`src/rtl/ad396x_mimo_data_interface.sv`:
```
// AD936x CMOS data-port interface: oversampled data_clk, per-slot I/Q (de)serialisation,
// RX sample FIFO, double-buffered TX word and sticky status flags.
module ad396x_mimo_data_interface #(
  parameter int unsigned DATA_WIDTH    = 12,
  parameter int unsigned NUM_CHANNELS  = 1,
  parameter int unsigned RX_FIFO_DEPTH = 4
) (
  input  logic                                 clk,
  input  logic                                 rst,
  output logic [NUM_CHANNELS*DATA_WIDTH-1:0]   bbp_rx_data_i,
  output logic [NUM_CHANNELS*DATA_WIDTH-1:0]   bbp_rx_data_q,
  input  logic                                 bbp_rx_data_ready,
  output logic                                 bbp_rx_data_valid,
  input  logic [NUM_CHANNELS*DATA_WIDTH-1:0]   bbp_tx_data_i,
  input  logic [NUM_CHANNELS*DATA_WIDTH-1:0]   bbp_tx_data_q,
  output logic                                 bbp_tx_data_ready,
  input  logic                                 bbp_tx_data_valid,
  input  logic [DATA_WIDTH-1:0]                ad396x_rx_data,
  input  logic                                 ad396x_rx_frame,
  input  logic                                 ad396x_data_clk,
  output logic                                 ad396x_data_clk_fb,
  output logic [DATA_WIDTH-1:0]                ad396x_tx_data,
  output logic                                 ad396x_tx_frame,
  input  logic                                 clear_status,
  output logic                                 rx_overflow,
  output logic                                 rx_frame_error,
  output logic                                 tx_underflow,
  output logic [$clog2(RX_FIFO_DEPTH+1)-1:0]   rx_fifo_level
);

  localparam int unsigned DW   = DATA_WIDTH;
  localparam int unsigned NC   = NUM_CHANNELS;
  localparam int unsigned S    = 2 * NC;
  localparam int unsigned SW   = $clog2(S);
  localparam int unsigned PW   = $clog2(RX_FIFO_DEPTH);
  localparam int unsigned LW   = $clog2(RX_FIFO_DEPTH + 1);
  localparam int unsigned CHW  = NC * DW;
  localparam int unsigned SMPW = 2 * CHW;

  // Pin synchronisers; rx data/frame share the data_clk latency so slots line up with edges.
  logic          dclk_s1_q, dclk_s2_q, dclk_s3_q;
  logic [DW-1:0] rxd_s1_q, rxd_s2_q;
  logic          rxf_s1_q, rxf_s2_q;
  logic          evt;

  assign evt = dclk_s2_q & ~dclk_s3_q;

  // TX path
  logic [SW-1:0]         tx_slot_q, tx_slot_d;
  logic [S-1:0][DW-1:0]  bbp_tx_slots;
  logic [S-1:0][DW-1:0]  tx_buf_q, tx_buf_d, tx_shadow_q, tx_shadow_d;
  logic                  tx_buf_full_q, tx_buf_full_d, tx_armed_q, tx_armed_d;
  logic                  tx_ready_q, tx_ready_d;
  logic [DW-1:0]         tx_data_q, tx_data_d;
  logic                  tx_frame_q, tx_frame_d;
  logic                  tx_slot0, tx_uf_set;

  assign tx_slot0  = evt && (tx_slot_q == '0);
  assign tx_uf_set = tx_slot0 && !tx_buf_full_q && tx_armed_q;

  always_comb begin
    bbp_tx_slots = '0;
    for (int c = 0; c < int'(NC); c++) begin
      bbp_tx_slots[2*c]   = bbp_tx_data_i[c*DW +: DW];
      bbp_tx_slots[2*c+1] = bbp_tx_data_q[c*DW +: DW];
    end
  end

  always_comb begin
    tx_slot_d     = tx_slot_q;
    tx_buf_d      = tx_buf_q;
    tx_buf_full_d = tx_buf_full_q;
    tx_armed_d    = tx_armed_q;
    tx_shadow_d   = tx_shadow_q;
    tx_data_d     = tx_data_q;
    tx_frame_d    = tx_frame_q;
    tx_ready_d    = tx_slot0;
    if (tx_slot0) begin
      tx_shadow_d   = tx_buf_full_q ? tx_buf_q : '0;
      tx_buf_full_d = 1'b0;
    end
    if (evt) begin
      tx_slot_d  = (tx_slot_q == SW'(S - 1)) ? '0 : tx_slot_q + SW'(1);
      tx_data_d  = tx_shadow_d[tx_slot_q];
      tx_frame_d = tx_slot_q < SW'(NC);
    end
    // The ready pulse trails the slot-0 event, so a load never collides with the buffer hand-off.
    if (tx_ready_q && bbp_tx_data_valid) begin
      tx_buf_d      = bbp_tx_slots;
      tx_buf_full_d = 1'b1;
      tx_armed_d    = 1'b1;
    end
  end

  // RX path
  logic                  rx_aligned_q, rx_aligned_d, rx_prev_q;
  logic [SW-1:0]         rx_slot_q, rx_slot_d;
  logic [S-1:0][DW-1:0]  rx_slots_q, rx_slots_d, rx_full_slots;
  logic                  rx_push, rx_err_set, rx_rise, rx_exp;
  logic [CHW-1:0]        push_i, push_q;

  assign rx_rise = rxf_s2_q & ~rx_prev_q;
  assign rx_exp  = rx_slot_q < SW'(NC);

  always_comb begin
    rx_aligned_d = rx_aligned_q;
    rx_slot_d    = rx_slot_q;
    rx_slots_d   = rx_slots_q;
    rx_push      = 1'b0;
    rx_err_set   = 1'b0;
    if (evt) begin
      if (!rx_aligned_q || (rxf_s2_q != rx_exp)) begin
        rx_err_set = rx_aligned_q;
        if (rx_rise) begin
          rx_aligned_d  = 1'b1;
          rx_slots_d[0] = rxd_s2_q;
          rx_slot_d     = SW'(1);
        end else begin
          rx_aligned_d = 1'b0;
          rx_slot_d    = '0;
        end
      end else begin
        rx_slots_d[rx_slot_q] = rxd_s2_q;
        if (rx_slot_q == SW'(S - 1)) begin
          rx_push   = 1'b1;
          rx_slot_d = '0;
        end else begin
          rx_slot_d = rx_slot_q + SW'(1);
        end
      end
    end
  end

  always_comb begin
    rx_full_slots        = rx_slots_q;
    rx_full_slots[S-1]   = rxd_s2_q;
    push_i               = '0;
    push_q               = '0;
    for (int c = 0; c < int'(NC); c++) begin
      push_i[c*DW +: DW] = rx_full_slots[2*c];
      push_q[c*DW +: DW] = rx_full_slots[2*c+1];
    end
  end

  // RX FIFO
  logic [SMPW-1:0] fifo_q [RX_FIFO_DEPTH];
  logic [PW-1:0]   wr_ptr_q, rd_ptr_q;
  logic [LW-1:0]   level_q, level_d;
  logic            fifo_full, fifo_pop, fifo_wr, fifo_drop;
  logic [SMPW-1:0] head;

  assign fifo_full = level_q == LW'(RX_FIFO_DEPTH);
  assign fifo_pop  = bbp_rx_data_ready && (level_q != '0);
  assign fifo_wr   = rx_push && (!fifo_full || fifo_pop);
  assign fifo_drop = rx_push && fifo_full && !fifo_pop;

  always_comb begin
    case ({fifo_wr, fifo_pop})
      2'b10:   level_d = level_q + LW'(1);
      2'b01:   level_d = level_q - LW'(1);
      default: level_d = level_q;
    endcase
  end

  always_ff @(posedge clk) begin
    if (fifo_wr) fifo_q[wr_ptr_q] <= {push_i, push_q};
  end

  assign head              = fifo_q[rd_ptr_q];
  assign bbp_rx_data_valid = level_q != '0;
  assign bbp_rx_data_i     = bbp_rx_data_valid ? head[SMPW-1 -: CHW] : '0;
  assign bbp_rx_data_q     = bbp_rx_data_valid ? head[CHW-1:0] : '0;
  assign rx_fifo_level     = level_q;

  // Stickies: a set in the same cycle wins over clear_status.
  logic ov_q, fe_q, uf_q;

  always_ff @(posedge clk) begin
    if (rst) begin
      {dclk_s1_q, dclk_s2_q, dclk_s3_q} <= '0;
      {rxd_s1_q, rxd_s2_q, rxf_s1_q, rxf_s2_q} <= '0;
      tx_slot_q     <= '0;
      tx_buf_q      <= '0;
      tx_buf_full_q <= 1'b0;
      tx_armed_q    <= 1'b0;
      tx_shadow_q   <= '0;
      tx_ready_q    <= 1'b0;
      tx_data_q     <= '0;
      tx_frame_q    <= 1'b0;
      rx_aligned_q  <= 1'b0;
      rx_prev_q     <= 1'b0;
      rx_slot_q     <= '0;
      rx_slots_q    <= '0;
      wr_ptr_q      <= '0;
      rd_ptr_q      <= '0;
      level_q       <= '0;
      {ov_q, fe_q, uf_q} <= '0;
    end else begin
      dclk_s1_q     <= ad396x_data_clk;
      dclk_s2_q     <= dclk_s1_q;
      dclk_s3_q     <= dclk_s2_q;
      rxd_s1_q      <= ad396x_rx_data;
      rxd_s2_q      <= rxd_s1_q;
      rxf_s1_q      <= ad396x_rx_frame;
      rxf_s2_q      <= rxf_s1_q;
      tx_slot_q     <= tx_slot_d;
      tx_buf_q      <= tx_buf_d;
      tx_buf_full_q <= tx_buf_full_d;
      tx_armed_q    <= tx_armed_d;
      tx_shadow_q   <= tx_shadow_d;
      tx_ready_q    <= tx_ready_d;
      tx_data_q     <= tx_data_d;
      tx_frame_q    <= tx_frame_d;
      rx_aligned_q  <= rx_aligned_d;
      rx_prev_q     <= evt ? rxf_s2_q : rx_prev_q;
      rx_slot_q     <= rx_slot_d;
      rx_slots_q    <= rx_slots_d;
      wr_ptr_q      <= fifo_wr ? wr_ptr_q + PW'(1) : wr_ptr_q;
      rd_ptr_q      <= fifo_pop ? rd_ptr_q + PW'(1) : rd_ptr_q;
      level_q       <= level_d;
      ov_q          <= fifo_drop  | (ov_q & ~clear_status);
      fe_q          <= rx_err_set | (fe_q & ~clear_status);
      uf_q          <= tx_uf_set  | (uf_q & ~clear_status);
    end
  end

  assign ad396x_data_clk_fb = dclk_s2_q;
  assign ad396x_tx_data     = tx_data_q;
  assign ad396x_tx_frame    = tx_frame_q;
  assign bbp_tx_data_ready  = tx_ready_q;
  assign rx_overflow        = ov_q;
  assign rx_frame_error     = fe_q;
  assign tx_underflow       = uf_q;

endmodule

```
`config.mk`:
```
export PLATFORM = sky130hd
export DESIGN_NAME = ad396x_mimo_data_interface
export DESIGN_NICKNAME = d
export VERILOG_FILES = /design/src/rtl/ad396x_mimo_data_interface.sv
export SDC_FILE = /design/constraint.sdc
export NUM_CORES = 1
export LEC_CHECK = 0
export CAP_MARGIN = 40
export CORE_ASPECT_RATIO = 2
export CORE_MARGIN = 1
export CORE_UTILIZATION = 31
export CTS_BUF_LIST = sky130_fd_sc_hd__clkbuf_4 sky130_fd_sc_hd__clkbuf_8
export DETAILED_ROUTE_END_ITERATION = 16
export PLACE_DENSITY = 0.59
export SETUP_SLACK_MARGIN = 0.05
export SYNTH_ARGS = -nofsm -noshare
export SYNTH_HDL_FRONTEND = slang
export SYNTH_SLANG_ARGS = --single-unit
export TNS_END_PERCENT = 5
```
`constraint.sdc`:
```
create_clock -name clk -period 3.42 [get_ports clk]
set_input_delay 0.513 -clock clk [delete_from_list [all_inputs] [get_ports clk]]
set_output_delay 0.513 -clock clk [all_outputs]
set_load 0.005 [all_outputs]
```
# Word-level counts from Yosys, hierarchy flattened

Memory sizes are Yosys's and may differ from the RTL's. A register that Yosys moved wholly into a read port is not among the register bits.
Index checks and enable logic that the tools add are counted.

Bits in writable memories: 96
Memories: 1
Register bits: 131
Bits of input ports: 43
Word-level logic and storage cells: 106
Output and inout bits: 46

Memories:

| memory | words | bits a word | rd ports | clocked after memory_dff | write ports | line | text |
|---|---|---|---|---|---|---|---|
| fifo_q | 4     | 24          | 1        | 1                        | 1           | 146  | `logic [SMPW-1:0] fifo_q [RX_FIFO_DEPTH];` |

Eq/ne operators: 5
Bitwise logic cells: 13
$add $sub $neg: 6
Reductions and logical operators: 21
$lt $le $gt $ge: 5
Multiplexer cells: 27

Operator list:

| operator                                            | count |
|---|---|
| 2-to-1 mux 12 bit                                   | 7 |
| 2-to-1 mux 24 bit                                   | 2 |
| bitwise mux 24 bit                                  | 1 |
| 2-to-1 mux 1 bit                                    | 13 |
| demux 12 bit (select 1 bit)                         | 1 |
| logical AND 1 bit                                   | 9 |
| case mux 3 bit (2 select lines)                     | 1 |
| AND reduction 2 bit                                 | 3 |
| AND 1 bit                                           | 5 |
| NOT 1 bit                                           | 5 |
| adder 2 x 1 -> 2 bit (second input constant)        | 2 |
| logical NOT 1 bit                                   | 4 |
| < comparator 1 x 2 -> 1 bit (second input constant) | 2 |
| 2-to-1 mux 2 bit                                    | 2 |
| nonzero test 2 bit                                  | 2 |
| adder 3 x 1 -> 3 bit (second input constant)        | 1 |
| == test 3 bit (second input constant)               | 1 |
| OR 1 bit                                            | 3 |
| nonzero test 3 bit                                  | 1 |
| subtractor 3 x 1 -> 3 bit (second input constant)   | 1 |
| adder 1 bit (second input constant)                 | 2 |
| == test 2 x 1 -> 1 bit (second input constant)      | 1 |
| == test 2 bit (second input constant)               | 1 |
| logical OR 1 bit                                    | 2 |
| 4 further kinds                                     | 5 |

# Depth between registers and ports, before layout

Gate-level depths: netlist of run 1.

Depth after elaboration: 8
Mapped depth: 7

# Worst setup path before layout of run 1

OpenSTA, ideal clock, no wires.

Kind: register -> register
From: reg dclk_s3_q
To: reg level_q[2] (netlist: rx_fifo_level[2])
Library setup time: 121 ps
Arrival time: 1968 ps
Path buffers: 0
Slack: 1331 ps
Stages on the path, launching flop included: 8
Required time: 3299 ps
Cells stage by stage: dfxtp_1 > and4bb_2 > a21oi_2 > inv_2 > fa_1 > a21oi_1 > a22oi_4 > mux2_4

Cells in the longest elaborated chain, start to end: 6
Elaborated cells on any way between the ends: 8
Those cells by class: 2 x eq/ne; 2 x mux; 2 x bitwise; 2 x reduce/logical

RTL lines:

| element                                                                      | line | text |
|---|---|---|
| start, declared                                                              | 41   | `logic dclk_s1_q, dclk_s2_q, dclk_s3_q;` |
| start signal, assigned                                                       | 201  | `dclk_s3_q <= dclk_s2_q;` |
| NOT 1 bit (*)                                                                | 46   | `assign evt = dclk_s2_q & ~dclk_s3_q;` |
| AND 1 bit (*)                                                                | 46   |  |
| 2-to-1 mux 1 bit (*)                                                         | 111  | `if (evt) begin` |
| logical AND 1 bit (*)                                                        | 154  | `assign fifo_wr = rx_push && (!fifo_full \|\| fifo_pop);` |
| == test 2 x 1 -> 1 bit / == test 2 bit (equally long branches)               | 158  | `case ({fifo_wr, fifo_pop})` |
| case mux 3 bit (2 select lines) / nonzero test 2 bit (equally long branches) | n/a  |  |
| end signal, assigned                                                         | 220  | `level_q <= level_d;` |
| end, declared                                                                | 148  | `logic [LW-1:0] level_q, level_d;` |

Every way passes the cells marked *; elsewhere a longest branch is shown, timed or not.
A chain may end at the register's enable or synchronous reset.

==> impl_metrics.json, run 1 <==
{
  "grt_max_degree": 73,
  "yosys_register_bits": 204,
  "die_area_sq_um": 24900,
  "cts_resized": 0,
  "setup_tns_ns": 0,
  "endpoint_kind": "output pin",
  "clockPowerShare_pct": 34.8,
  "critical_path_class": "reg -> out",
  "synth_warnings": 0,
  "stdcell_count": 990,
  "cts_made_buffers": 27,
  "status": "complete, but fails checks",
  "tightest_slew_ns": 0.794,
  "ctsHoldBuffers": 0,
  "cts_root_buf": "clkbuf_8",
  "cts.sinks": 204,
  "design_area_sq_um": 9310,
  "die_x_um": 112,
  "slowest_delay_ns": 0.59,
  "synth_fp_nets": 638,
  "port_buffers": 88,
  "rows": 80,
  "vias": 4549,
  "synth_area_sq_um": 7510,
  "die_h_um": 222,
  "clk_pin_slew_ns": 0.07,
  "worstPathArrival_ns": 2.48,
  "final_antenna_net_count": 0,
  "synth-seq-area-share_pct": 67.1,
  "whs_ns": 0.431,
  "cts_tree": "built",
  "syn_to_final_growth_pct": 23.8,
  "fin_util_pct": 39.1,
  "finalCritPeriodShare_pct": 87.6,
  "routedWlPerCell_um": 15.3,
  "drt_iter0_drc": 136,
  "insertion_delay_ns": 0.53,
  "final_max_slew_viol_count": 0,
  "hold_start": "rxd_s1_q[3]$_SDFF_PP0_",
  "initial_utilization_pct": 31.5,
  "routed_wl_mm": 15.2,
  "p_total_mw": 5.75,
  "gp_congestion": 0.778,
  "p_seq_share_pct": 46.2,
  "place_area_sq_um": 8690,
  "grt-ovfl-total": 0,
  "sw_frac_of_total_pct": 23.6,
  "ys_types": 40,
  "reg2reg_depth": 7,
  "core_sq_um": 23800,
  "skew_ns": 0.0111,
  "cp-start-kind": "flip-flop",
  "first_pass_iters": 10,
  "async_flop_share_pct": 0,
  "reg2reg_setup_slack_ns": 1.17,
  "drive_above_1_share_pct": 13.5,
  "via_per_inst": 4.59,
  "rr_endpoint": "rx_fifo_level[2]$_SDFFE_PP0P_",
  "crit_path_cell_trace": "buf_4 -> mux4_2 -> and2_1 -> clkdlybuf4s50_1",
  "cap_violations": 0,
  "grt_pass1_wl_mm": 24.3,
  "cpMaxStageDelayCell": "mux4_2",
  "internal_power_mw": 4.39,
  "peakVddDrop_uv": 381,
  "violations": "design-rule violations",
  "syn_inst": 590,
  "reg2reg_from": "dclk_s3_q$_SDFF_PP0_",
  "syn-mean-instance-area_sq_um": 12.7,
  "nets": 730,
  "synth_edf_count": 96,
  "holdPathStages": 1,
  "rsz0062_at_grt": "false",
  "antenna_found_initial": 0,
  "crit_fanout": 24,
  "grt_pass1_vias": 4691,
  "crit_required_ns": 2.91,
  "worstHoldEndpoint": "push_q[3]$_SDFF_PP0_",
  "post-route-min-period_ns": 3.00,
  "clock_path_buffers": 3,
  "p_per_area_nw_per_um2": 618,
  "setup_violations": 0,
  "hold_violations": 0,
  "track_usage_pct": 12.6,
  "p_leak_nw": 3.14,
  "comb_power_share_pct": 19.0,
  "clock.fmax_ghz": 0.334,
  "placed_cells": 940,
  "hpwl_mm": 9.73,
  "io_pins": 89,
  "ys.flop_type": "dfxtp_1",
  "slew_headroom_pct": 47.1,
  "htreeDepth": 1,
  "fin_ws_ns": 0.423,
  "drc": 10,
  "power_switching_mw": 1.36,
  "pre_cts_slack_ns": 0.627,
  "hold_path_class": "reg -> reg",
  "cts_setup_buffers": 0
}
sequential cells by signal, summed over array words and instances (netlist names), 3 cells and up, named ones only:
| signal | cells |
|---|---|
| push_q | 12 |
| tx_shadow_q | 12 |
| rx_fifo_level | 3 |
| fifo_q | 96 |
| ad396x_tx_data | 12 |
| tx_buf_q | 24 |
| push_i | 12 |
| rxd_s1_q | 12 |
worst max path at each step:
stage                                    start                       endpoint  slack, ns  cells past startpoint
after floorplan           dclk_s3_q$_SDFF_PP0_  rx_fifo_level[2]$_SDFFE_PP0P_       1.33                      7
after global placement       bbp_rx_data_ready  rx_fifo_level[2]$_SDFFE_PP0P_       0.67                      8
after detailed placement     bbp_rx_data_ready  rx_fifo_level[2]$_SDFFE_PP0P_       0.63                      8
after CTS                            flip-flop              bbp_rx_data_q[11]       0.32                      4
after global routing                 flip-flop               bbp_rx_data_q[3]       0.23                      4
final                                flip-flop              bbp_rx_data_q[11]       0.42                      4
layer usage:
metal	vias up	GRT usage (%)	part of all wire, %
li1	2234	-	-
met1	2181	12.2	36
met2	102	24.3	55
met3	32	2.45	4.5
met4	0	6.92	4.0
met5	-	0	0
worst max-delay path: cells and delay by family, from the launching register on:
kind	cells	cell delay, ns
flip-flops	1	0.31
AND/OR/NAND/NOR	1	0.17
buffers and inverters	2	0.85
multiplexers	1	0.59
cell usage in the layout, fill, tap and decap left out, types with 3 or more instances in the layout:
| cell | n |
|---|---|
| nand2b_1 | 3 |
| nand3_1 | 13 |
| clkbuf_4 | 7 |
| ha_1 | 4 |
| inv_1 | 6 |
| clkbuf_8 | 31 |
| nor3_1 | 3 |
| edfxtp_1 | 96 |
| dfxtp_1 | 108 |
| clkinv_1 | 3 |
| clkinv_2 | 4 |
| nor2_1 | 25 |
| mux2i_1 | 13 |
| o21ai_0 | 10 |
| and2_1 | 30 |
| nand2_1 | 102 |
| clkdlybuf4s50_1 | 87 |
| buf_4 | 13 |
| bufinv_16 | 3 |
| mux4_2 | 24 |
| a21oi_1 | 57 |
| nor2b_1 | 31 |
cell type report:
class	instances	area (sq um)
Antenna cell	1	2.50
Clock buffer	38	479
Clock inverter	11	129
Fill cell	2314	14500
Inverter	7	26.3
Multi-Input combinational cell	340	2270
Sequential cell	204	5040
Tap cell	287	359
Timing Repair Buffer	102	998
power groups by stage:
stage	clock network [mW]	logic (mW)	registers (mW)
after floorplan	0	0.556	2.69
after global placement	0	1.12	2.71
after detailed placement	0	1.13	2.71
after CTS	2.07	1.14	2.66
after global routing	2.16	1.21	2.66
final	2.00	1.09	2.66
cells in the mapped netlist (2+ instances only):
cell type	number	area (sq um)
dfxtp_1	108	2160
nand2_1	102	383
edfxtp_1	96	2880
a21oi_1	57	285
nor2b_1	31	194
and2_1	30	188
nor2_1	25	93.8
mux4_2	24	541
clkbuf_1	20	75.1
mux2i_1	13	130
nand3_1	13	65.1
buf_2	10	50.1
o21ai_0	10	50.1
inv_1	6	22.5
buf_1	5	18.8
ha_1	4	50.1
buf_4	3	22.5
nand2b_1	3	18.8
nor3_1	3	15.0
a21oi_2	2	17.5
a32oi_1	2	17.5
nand3b_1	2	15.0
o21ai_1	2	10.0
xnor2_1	2	17.5
xor2_1	2	17.5
cell families (layout without fill, tap and decap cells):
logic type | Yosys count | after routing | share of synthesized area, %
AO/OA/AOI/OAI | 79 | 79 | 5.91
XOR/XNOR | 4 | 4 | 0.466
adder cells (fa/ha/maj) | 5 | 5 | 0.932
buffers and inverters | 46 | 158 | 2.71
flip-flops | 204 | 204 | 67.1
multiplexers | 38 | 38 | 9.12
other | 0 | 1 | 0
AND/OR/NAND/NOR | 214 | 214 | 13.7
No activity file was read; power rests on OpenSTA's default activity.
==> run 2, diff against run 1 <==
- CAP_MARGIN: 40 -> 20
- CELL_PAD_IN_SITES_DETAIL_PLACEMENT: unset -> 1
- CELL_PAD_IN_SITES_GLOBAL_PLACEMENT: unset -> 1
- PLACE_DENSITY: 0.59 -> 0.68
==> run 2 against run 1 <==
Net effect:
- the run still ends with design-rule violations left
- worst setup slack got worse by 0.032 ns
- die area unchanged
- fmax decreased by 1.0%
- wire length increased by 12%
- sequential power about the same
- critical endpoint is now bbp_rx_data_q[0]
- largest cell class unchanged
==> impl_metrics.json, run 2 (synthesis gave the netlist of run 1 again) <==
{
  "grt_pass1_vias": 5345,
  "io_pins": 89,
  "cts_tree": "built",
  "hpwl_mm": 11.7,
  "cts_setup_buffers": 0,
  "cts_made_buffers": 28,
  "top_regs": "fifo_q: 96 flops, tx_buf_q: 24 flops",
  "antenna_found_initial": 0,
  "fill_cells": 2588,
  "design_area_sq_um": 9270,
  "p_total_mw": 5.75,
  "tightest_slew_ns": 0.995,
  "routed.top_layer": "met4",
  "skew_ns": 0.0137,
  "crit_fanout": 24,
  "cp-start-kind": "flip-flop",
  "hold_path_class": "reg -> reg",
  "cap_violations": 0,
  "status": "complete, but fails checks",
  "hold_violations": 0,
  "cts_resized": 0,
  "gp_congestion": 0.762,
  "post-route-min-period_ns": 3.03,
  "setup_violations": 0,
  "critical_path_class": "reg -> out",
  "nets": 728,
  "crit_required_ns": 2.91,
  "wl_met1_mm": 5.77,
  "routedWlPerCell_um": 17.1,
  "final_common_cell": "dfxtp_1",
  "dr_wl_met2_mm": 9.88,
  "grt_max_degree": 65,
  "syn_to_final_growth_pct": 23.4,
  "largest_reg_flops": 96,
  "drc": 6,
  "final_antenna_net_count": 0,
  "worstPathArrival_ns": 2.52,
  "clock_path_buffers": 3,
  "fin_ws_ns": 0.391,
  "slew_headroom_pct": 33.7,
  "rows": 80,
  "place_area_sq_um": 8660,
  "whs_ns": 0.449,
  "insertion_delay_ns": 0.55,
  "violations": "design-rule violations",
  "first_pass_iters": 10,
  "layout_common_cells": "dfxtp_1 (108), nand2_1 (102), edfxtp_1 (96), clkdlybuf4s50_1 (87), a21oi_1 (57)",
  "crit_path_cell_trace": "buf_4 -> mux4_2 -> and2_1 -> clkdlybuf4s50_1",
  "rsz0062_at_grt": "false",
  "drive_above_1_share_pct": 13.2,
  "cts_root_buf": "clkbuf_8",
  "cts.sinks": 204,
  "slowest_delay_ns": 0.61,
  "via_per_inst": 4.72,
  "p_per_area_nw_per_um2": 620,
  "finalCritPeriodShare_pct": 88.6,
  "initial_utilization_pct": 31.5,
  "core_sq_um": 23800,
  "clk_pin_slew_ns": 0.06,
  "drt_iter0_drc": 120,
  "vias": 4666,
  "dr_wl_met3_um": 875,
  "p_leak_nw": 3.12,
  "port_buffers": 88,
  "ctsHoldBuffers": 0,
  "endpoint_kind": "output pin",
  "setup_tns_ns": 0,
  "grt-ovfl-total": 0,
  "clock.fmax_ghz": 0.330,
  "die_area_sq_um": 24900,
  "pre_cts_slack_ns": 0.587,
  "track_usage_pct": 14.0,
  "num_antenna_cells": 0,
  "final_max_slew_viol_count": 0,
  "peakVddDrop_uv": 321,
  "htreeDepth": 1,
  "die_h_um": 222,
  "die_x_um": 112,
  "routed_wl_mm": 16.9,
  "regMostFlops": "fifo_q",
  "cpMaxStageDelayCell": "mux4_2",
  "grt_pass1_wl_mm": 27.2
}
-- run 2: changes by cell type in the layout (fill, tap and decap cells not counted) --
cell	delta
diode_2	-1
clkinv_1	+2
bufinv_16	-1
buf_4	-2
clkbuf_4	+2
clkinv_2	-1
buf_8	-1
clkbuf_8	+1
-- run 2: through the flow --
stage,cells,util (%)
after global placement,936,36.3
after CTS,989,38.9
after floorplan,590,-
after detailed placement,937,36.4
after global routing,989,38.9
final,989,38.9
-- run 2: power by group --
| group | switching [mW] | total, mW | leakage [nW] | internal (mW) |
|---|---|---|---|---|
| Sequential | 0.0604 | 2.66 | 1.76 | 2.60 |
| Combinational | 0.451 | 1.11 | 1.04 | 0.660 |
| Clock | 0.879 | 1.99 | 0.319 | 1.11 |
| Total | 1.39 | 5.75 | 3.12 | 4.36 |
-- run 2: area by class of cell --
class	instances	area (sq um)	share of cell area (%)
clock buffers	41	508	5.48
well taps	287	359	3.87
multi-input cells	340	2270	24.4
clock inverters	11	101	1.09
repair buffers	99	968	10.4
inverters	7	26.3	0.283
flip-flops and latches	204	5040	54.4
-- run 2: worst max-delay path, delay by kind of cell, from the launching register on --
| family | cells | cell delay, ns |
|---|---|---|
| buffers and inverters | 2 | 0.86 |
| multiplexers | 1 | 0.61 |
| AND/OR/NAND/NOR | 1 | 0.19 |
| flip-flops | 1 | 0.31 |
-- run 2: final timing paths --
kind                          start                            end  slack, ns  cells after the start
min          rxd_s1_q[6]$_SDFF_PP0_           push_q[6]$_SDFF_PP0_       0.45                      1
min reg2reg  rxd_s1_q[6]$_SDFF_PP0_           push_q[6]$_SDFF_PP0_       0.45                      1
max reg2reg    dclk_s3_q$_SDFF_PP0_  rx_fifo_level[2]$_SDFFE_PP0P_       1.08                      7
max                       flip-flop               bbp_rx_data_q[0]       0.39                      4
-- run 2: layer usage --
layer,up-vias,global-route usage (%)
li1,2240,-
met1,2270,12.5
met2,125,29.1
met3,31,2.95
met4,0,5.59
met5,-,0
